==> src/rtl/rapid_pkg.sv <==
// Shared types for the execute-issue slice.
//   ctrl_state_t : issue sequencer states
//   control_s    : decoded control bundle carried from decode to execute
//   iq_entry_s   : one buffered instruction in the issue queue
package rapid_pkg;

  localparam int XLEN           = 32;
  localparam int REG_AW         = 5;
  localparam int EX_TIMEOUT_DEF = 16;

  typedef enum logic [1:0] {
    CTRL_IDLE    = 2'd0,
    CTRL_ISSUE   = 2'd1,
    CTRL_WAIT_EX = 2'd2,
    CTRL_FLUSH   = 2'd3
  } ctrl_state_t;

  typedef struct packed {
    logic [3:0] alu_op;
    logic       alu_src;
    logic       branch;
    logic       jump;
    logic       mem_read;
    logic       mem_write;
    logic       reg_write;
  } control_s;

  typedef struct packed {
    logic [XLEN-1:0]   pc;
    control_s          control;
    logic [XLEN-1:0]   imm;
    logic [REG_AW-1:0] rs1_addr;
    logic [REG_AW-1:0] rs2_addr;
    logic [REG_AW-1:0] rd_addr;
    logic              rd_we;
  } iq_entry_s;

  // Idle control word: ADD with every side effect disabled.
  function automatic control_s control_s_default();
    control_s c;
    c = '0;
    return c;
  endfunction

endpackage

==> src/rtl/ex_issue_ctrl_queue.sv <==
// Issue queue: IQ_DEPTH-entry FIFO of iq_entry_s with wrap-around pointers.
//   clk_i, rst_i     : clock, async active-high reset (pointers/count only)
//   enq_i/enq_data_i : push request and entry (ignored when full)
//   deq_i            : pop head (ignored when empty)
//   clear_i          : synchronous drop of all entries, wins over enq/deq
//   head_o           : oldest entry, valid when !empty_o
//   full_o, empty_o  : occupancy flags
module ex_issue_queue
  import rapid_pkg::*;
#(
  parameter int IQ_DEPTH = 2
) (
  input  logic      clk_i,
  input  logic      rst_i,
  input  logic      enq_i,
  input  iq_entry_s enq_data_i,
  input  logic      deq_i,
  input  logic      clear_i,
  output iq_entry_s head_o,
  output logic      full_o,
  output logic      empty_o
);

  localparam int PW = $clog2(IQ_DEPTH);

  iq_entry_s        mem_q [IQ_DEPTH];
  logic [PW-1:0]    wr_ptr_q, wr_ptr_d;
  logic [PW-1:0]    rd_ptr_q, rd_ptr_d;
  logic [PW:0]      count_q, count_d;
  logic             enq_ok, deq_ok;

  assign full_o  = (count_q == (PW+1)'(IQ_DEPTH));
  assign empty_o = (count_q == '0);
  assign enq_ok  = enq_i && !full_o;
  assign deq_ok  = deq_i && !empty_o;
  assign head_o  = mem_q[rd_ptr_q];

  // Depth is a power of two, so pointers wrap by natural overflow.
  always_comb begin
    wr_ptr_d = wr_ptr_q;
    rd_ptr_d = rd_ptr_q;
    count_d  = count_q;
    if (clear_i) begin
      wr_ptr_d = '0;
      rd_ptr_d = '0;
      count_d  = '0;
    end else begin
      if (enq_ok) wr_ptr_d = wr_ptr_q + 1'b1;
      if (deq_ok) rd_ptr_d = rd_ptr_q + 1'b1;
      case ({enq_ok, deq_ok})
        2'b10:   count_d = count_q + 1'b1;
        2'b01:   count_d = count_q - 1'b1;
        default: count_d = count_q;
      endcase
    end
  end

  always_ff @(posedge clk_i or posedge rst_i) begin
    if (rst_i) begin
      wr_ptr_q <= '0;
      rd_ptr_q <= '0;
      count_q  <= '0;
    end else begin
      wr_ptr_q <= wr_ptr_d;
      rd_ptr_q <= rd_ptr_d;
      count_q  <= count_d;
    end
  end

  // Storage needs no reset: entries are only read while counted valid.
  always_ff @(posedge clk_i) begin
    if (enq_ok && !clear_i) mem_q[wr_ptr_q] <= enq_data_i;
  end

endmodule

==> src/rtl/ex_issue_ctrl.sv <==
// Execute-stage issue controller.
// Buffers decoded instructions, holds the queue head while either source is
// marked busy in the register scoreboard, issues one instruction at a time to
// execute (pulse + registered operands), waits for execute done, and turns a
// requested PC load into a one-cycle front-end redirect that also drops all
// younger queued instructions.
//   i_id_*            : decode enqueue handshake and instruction fields
//   o_rf_rs*_addr     : regfile read addresses (queue head), data back same cycle
//   o_ex_*            : issue pulse and operands/control held until next issue
//   i_ex_done/pc_load : execute completion and redirect request
//   i_wb_*            : writeback retire, clears the scoreboard bit
//   o_redirect_*      : redirect pulse and target to fetch
//   o_busy_mask, o_state, o_error : status (error = sticky execute timeout)
module ex_issue_ctrl
  import rapid_pkg::*;
#(
  parameter int IQ_DEPTH   = 2,
  parameter int EX_TIMEOUT = EX_TIMEOUT_DEF,
  parameter int NREG       = 32
) (
  input  logic              i_clk,
  input  logic              i_reset,
  input  logic              i_id_valid,
  output logic              o_id_ready,
  input  logic [XLEN-1:0]   i_id_pc,
  input  control_s          i_id_control,
  input  logic [XLEN-1:0]   i_id_imm,
  input  logic [REG_AW-1:0] i_id_rs1_addr,
  input  logic [REG_AW-1:0] i_id_rs2_addr,
  input  logic [REG_AW-1:0] i_id_rd_addr,
  input  logic              i_id_rd_we,
  output logic [REG_AW-1:0] o_rf_rs1_addr,
  output logic [REG_AW-1:0] o_rf_rs2_addr,
  input  logic [XLEN-1:0]   i_rf_rs1_data,
  input  logic [XLEN-1:0]   i_rf_rs2_data,
  output logic              o_ex_pipeline_ready,
  output logic [XLEN-1:0]   o_ex_pc,
  output logic [XLEN-1:0]   o_ex_rs1,
  output logic [XLEN-1:0]   o_ex_rs2,
  output logic [XLEN-1:0]   o_ex_imm,
  output control_s          o_ex_control,
  input  logic              i_ex_done,
  input  logic              i_ex_pc_load,
  input  logic [XLEN-1:0]   i_ex_pc_ext,
  input  logic              i_wb_valid,
  input  logic [REG_AW-1:0] i_wb_rd_addr,
  output logic              o_redirect_valid,
  output logic [XLEN-1:0]   o_redirect_pc,
  output logic [NREG-1:0]   o_busy_mask,
  output ctrl_state_t       o_state,
  output logic              o_error
);

  localparam int CW = $clog2(EX_TIMEOUT + 1);

  ctrl_state_t       state_q, state_d;
  logic [NREG-1:0]   busy_q, busy_d;
  logic [CW-1:0]     cnt_q, cnt_d;
  logic              err_q, err_d;
  logic [XLEN-1:0]   redir_pc_q, redir_pc_d;
  logic [XLEN-1:0]   ex_pc_q, ex_pc_d, ex_rs1_q, ex_rs1_d;
  logic [XLEN-1:0]   ex_rs2_q, ex_rs2_d, ex_imm_q, ex_imm_d;
  control_s          ex_ctrl_q, ex_ctrl_d;

  iq_entry_s enq_entry, head;
  logic      q_full, q_empty, q_enq, q_deq, q_clear;
  logic      hazard, ex_finish;

  assign enq_entry = '{pc: i_id_pc, control: i_id_control, imm: i_id_imm,
                       rs1_addr: i_id_rs1_addr, rs2_addr: i_id_rs2_addr,
                       rd_addr: i_id_rd_addr, rd_we: i_id_rd_we};

  assign q_enq   = i_id_valid && o_id_ready;
  assign q_deq   = (state_q == CTRL_ISSUE);
  assign q_clear = (state_q == CTRL_FLUSH);

  ex_issue_queue #(.IQ_DEPTH(IQ_DEPTH)) u_queue (
    .clk_i      (i_clk),
    .rst_i      (i_reset),
    .enq_i      (q_enq),
    .enq_data_i (enq_entry),
    .deq_i      (q_deq),
    .clear_i    (q_clear),
    .head_o     (head),
    .full_o     (q_full),
    .empty_o    (q_empty)
  );

  assign o_rf_rs1_addr = head.rs1_addr;
  assign o_rf_rs2_addr = head.rs2_addr;

  // Both sources are always checked, even for formats that ignore rs2; x0 is
  // never set busy so it can't stall.
  assign hazard = busy_q[head.rs1_addr] || busy_q[head.rs2_addr];

  // The first WAIT_EX cycle overlaps execute's own EXECUTE->WAIT transition,
  // so a done seen there is stale from the previous instruction.
  assign ex_finish = i_ex_done && (cnt_q != '0);

  // State register
  always_ff @(posedge i_clk or posedge i_reset) begin
    if (i_reset) state_q <= CTRL_IDLE;
    else         state_q <= state_d;
  end

  // Next-state logic
  always_comb begin
    state_d = state_q;
    case (state_q)
      CTRL_IDLE:    if (!q_empty && !hazard) state_d = CTRL_ISSUE;
      CTRL_ISSUE:   state_d = CTRL_WAIT_EX;
      CTRL_WAIT_EX: if (ex_finish) state_d = i_ex_pc_load ? CTRL_FLUSH : CTRL_IDLE;
      CTRL_FLUSH:   state_d = CTRL_IDLE;
      default:      state_d = CTRL_IDLE;
    endcase
  end

  // Outputs
  always_comb begin
    o_ex_pipeline_ready = (state_q == CTRL_ISSUE);
    o_redirect_valid    = (state_q == CTRL_FLUSH);
    o_id_ready          = !q_full && (state_q != CTRL_FLUSH);
  end

  // Datapath, scoreboard and timeout next-state
  always_comb begin
    busy_d     = busy_q;
    cnt_d      = cnt_q;
    err_d      = err_q;
    redir_pc_d = redir_pc_q;
    ex_pc_d    = ex_pc_q;
    ex_rs1_d   = ex_rs1_q;
    ex_rs2_d   = ex_rs2_q;
    ex_imm_d   = ex_imm_q;
    ex_ctrl_d  = ex_ctrl_q;

    if (state_q == CTRL_ISSUE) begin
      ex_pc_d   = head.pc;
      ex_rs1_d  = i_rf_rs1_data;
      ex_rs2_d  = i_rf_rs2_data;
      ex_imm_d  = head.imm;
      ex_ctrl_d = head.control;
      cnt_d     = '0;
    end

    if (state_q == CTRL_WAIT_EX) begin
      if (ex_finish) begin
        if (i_ex_pc_load) redir_pc_d = i_ex_pc_ext;
      end else if (cnt_q != CW'(EX_TIMEOUT)) begin
        cnt_d = cnt_q + 1'b1;
      end
    end
    if (cnt_d == CW'(EX_TIMEOUT)) err_d = 1'b1;

    // Clear first so a same-cycle set of the same register wins.
    if (i_wb_valid) busy_d[i_wb_rd_addr] = 1'b0;
    if (state_q == CTRL_ISSUE && head.rd_we && head.rd_addr != '0)
      busy_d[head.rd_addr] = 1'b1;
    busy_d[0] = 1'b0;
  end

  always_ff @(posedge i_clk or posedge i_reset) begin
    if (i_reset) begin
      busy_q     <= '0;
      cnt_q      <= '0;
      err_q      <= 1'b0;
      redir_pc_q <= '0;
      ex_pc_q    <= '0;
      ex_rs1_q   <= '0;
      ex_rs2_q   <= '0;
      ex_imm_q   <= '0;
      ex_ctrl_q  <= control_s_default();
    end else begin
      busy_q     <= busy_d;
      cnt_q      <= cnt_d;
      err_q      <= err_d;
      redir_pc_q <= redir_pc_d;
      ex_pc_q    <= ex_pc_d;
      ex_rs1_q   <= ex_rs1_d;
      ex_rs2_q   <= ex_rs2_d;
      ex_imm_q   <= ex_imm_d;
      ex_ctrl_q  <= ex_ctrl_d;
    end
  end

  assign o_ex_pc       = ex_pc_q;
  assign o_ex_rs1      = ex_rs1_q;
  assign o_ex_rs2      = ex_rs2_q;
  assign o_ex_imm      = ex_imm_q;
  assign o_ex_control  = ex_ctrl_q;
  assign o_redirect_pc = redir_pc_q;
  assign o_busy_mask   = busy_q;
  assign o_state       = state_q;
  assign o_error       = err_q;

endmodule

==> config.mk <==
export PLATFORM = sky130hd
export DESIGN_NAME = ex_issue_ctrl
export DESIGN_NICKNAME = d
export VERILOG_FILES = /design/src/rtl/rapid_pkg.sv /design/src/rtl/ex_issue_ctrl_queue.sv /design/src/rtl/ex_issue_ctrl.sv
export SDC_FILE = /design/constraint.sdc
export NUM_CORES = 1
export LEC_CHECK = 0
export ABC_AREA = 0
export BUFFER_PORTS_ARGS = -buffer_cell sky130_fd_sc_hd__clkbuf_2
export CAP_MARGIN = 20
export CORE_UTILIZATION = 45
export CTS_BUF_LIST = sky130_fd_sc_hd__clkbuf_8
export CTS_CLUSTER_SIZE = 14
export DETAILED_ROUTE_END_ITERATION = 10
export PLACE_DENSITY = 0.78
export SKIP_CTS_REPAIR_TIMING = 1
export SLEW_MARGIN = 20
export SYNTH_ARGS = -nofsm -noshare
export SYNTH_HDL_FRONTEND = slang
export SYNTH_SLANG_ARGS = --single-unit
==> constraint.sdc <==
create_clock -name i_clk -period 15.4 [get_ports i_clk]
set_input_delay 4.62 -clock i_clk [delete_from_list [all_inputs] [get_ports i_clk]]
set_output_delay 4.62 -clock i_clk [all_outputs]
set_load 0.005 [all_outputs]
==> flow_summary.toml <==
[floorplanning]
die_h_um = 187
initial_core_util = 0.458
die_x_um = 187
rows = 67
coreArea_mm2 = 0.0336
io_pins = 415
dieArea_mm2 = 0.0349

[clocking]
clockRootBuffer = "clkbuf_8"
cts_tree = "done"
clk_pin_slew_ns = 0.06
cts_sinks = 393
h-tree-depth = 2
clk_path_buf_depth = 3
clkLatencyLatePin_ns = 0.62
cts_buffers = 61

[synth]
ys_warn_count = 0
synth-async-reset-ratio = 0.542
synth_top_area_cell = "edfxtp_1"
synth_cell_types = 55
synth_ff_type = "dfrtp_1"
synth_seq_area_share = 0.698
yosys-top-cells-area = "edfxtp_1 35%, dfrtp_1 35%, nand2_1 7.3%"
postSynthCellCount = 1183
synth_edf_count = 180
syn_avg_cell_area_um2 = 13.0
netlist_area_mm2 = 0.0154
ys_ff_latch = 393
synth_nets = 1382
synth_top_area_share = 0.351

[power]
power.ir.vdd_worst_mv = 0.136
cellPowerDensity_mw_per_mm2 = 191
p_leak_nw = 9.02
power_mw = 3.62

[grt]
grt_pass1_wl_um = 57200
grt_usage = 0.209
grt_pass1_vias = 10800
overflow = 0
grt_max_degree = 141
antenna_found_initial = 3

[detailed_routing]
viasPerCell = 5.08
wl_per_cell_um = 17.7
drt_first_pass_iters = 5
route.detailed.drc = 0
routed_wl_um = 37200
drt-initial-drc-count = 613
vias = 10700
drtAntennaViolNets = 0

[timing]
skew_ns = 0.0462
worstMarginPinSlew_ns = 1.06
setup_viol = 0
layout_setup_ws_ns = 8.17
hold_viol = 0
fin_crit_sh = 0.469
slew_viol_final = 0
max_slew_margin = 0.291
min_period_ns = 7.23
rsz0062_at_grt = "no"
tns_ns = 0
max_freq_ghz = 0.138

[final_layout]
drive_gt1_frac = 0.346
final_cell_mix = "413 x clkbuf_2, 300 x nand2_1, 212 x dfrtp_1, 180 x edfxtp_1, 143 x o21ai_0"
fin_area_mm2 = 0.0190
final_common_cell = "clkbuf_2"
nNetsFinal = 1804
syn2layout_area_growth_pct = 23.6
fin_util = 0.566

[placed_design]
io_buffers = 413
place_ws_ns = 8.65
gp_congestion = 0.893
hpwlAfterDp_um = 25700
dpl-instance-area_mm2 = 0.0178

[worst_setup_path]
path_max_fanout = 73
crit_type = "reg -> out"
required_ns = 10.78
cp-start-kind = "flop"
end_kind = "output port"
cp.arrival_ns = 2.61

[outcome]
status = "complete, no violations"

[job]
drv_cap = 0

[hold_path]
holdCritPathClass = "reg -> reg"
## registers in the layout (all words and copies together) (netlist names), 5 cells and up
signal         count
o_ex_pc           32
cnt_q              5
o_busy_mask       31
o_redirect_pc     32
o_ex_control      10
o_ex_rs1          32
u_queue.mem_q    180
o_ex_imm          32
o_ex_rs2          32
## area by class of cell
class                   instances  area (um2)
fillers                      2770       14600
flip-flops and latches        393       10700
multi-input cells             703        4250
repair buffers                421        2130
clock buffers                  72         991
well taps                     448         561
clock inverters                42         241
inverters                      25         104
diodes                          1        2.50
## cell usage after synthesis (all sizes together) (2+ instances only)
| master | instances |
|---|---|
| nand2 | 300 |
| dfrtp | 213 |
| edfxtp | 180 |
| o21ai | 147 |
| mux2i | 98 |
| clkbuf | 34 |
| mux2 | 34 |
| buf | 28 |
| inv | 24 |
| nor2 | 18 |
| nand3 | 10 |
| or2 | 8 |
| mux4 | 7 |
| nand2b | 7 |
| a21oi | 5 |
| a31oi | 5 |
| a32o | 5 |
| nand3b | 5 |
| nor2b | 5 |
| nor3 | 5 |
| o32ai | 5 |
| a211oi | 4 |
| o22ai | 4 |
| a22o | 3 |
| or3b | 3 |
| a222oi | 2 |
| and3 | 2 |
| ha | 2 |
| o2bb2ai | 2 |
| o32a | 2 |
## cell families (layout without fill, tap and decap cells)
family,count (synthesis),count (layout),synth area share
other,1,2,0.000244
AOI/OAI and AO/OA,193,193,0.0725
adders and majority gates,2,2,0.00163
xor gates and xnor gates,1,1,0.000570
DFF,393,393,0.698
buffers and inverters,87,560,0.0268
and+or+nand+nor,367,367,0.0978
muxes,139,139,0.102
## worst paths after layout
kind | startpoint | end | slack (ns) | cells after the start
min in group asynchronous | i_reset | o_ex_rs1[24] | 4.21 | 2
max in group asynchronous | i_reset | o_ex_rs2[19] | 9.47 | 3
setup reg to reg | u_queue.rd_ptr_q | o_state[0] | 12.37 | 7
hold / removal | o_error | o_error | 0.47 | 2
hold reg to reg | o_error | o_error | 0.47 | 2
setup / recovery | u_queue.rd_ptr_q | o_rf_rs1_addr[3] | 8.17 | 3
## stage by stage
stage	instances	hold slack (ns)
after floorplan	1183	0.456
after global placement	1990	0.456
after detailed placement	1990	0.461
after CTS	2104	0.476
after global routing	2104	0.492
final	2105	0.474
## report_power, final
part           leakage (nW)  switching, mW  internal, mW
combinational          3.99          0.563         0.471
sequential             4.30          0.250          1.48
clock                 0.730          0.400         0.460
total                  9.02           1.21          2.41
## routing by layer
metal | GRT usage | vias up | wire [um]
met2 | 0.351 | 441 | 18200
li1 | - | 5016 | -
met5 | 0 | - | 27
met1 | 0.246 | 5149 | 14200
met3 | 0.0704 | 85 | 3500
met4 | 0.0883 | 4 | 1240
## worst max-delay path, stage by stage (launching register included)
cell	delay, ns
dfrtp_4	1.09
mux2i_1	0.57
inv_1	0.13
clkbuf_2	0.15
Note: power is estimated with default switching activity, not from simulation.
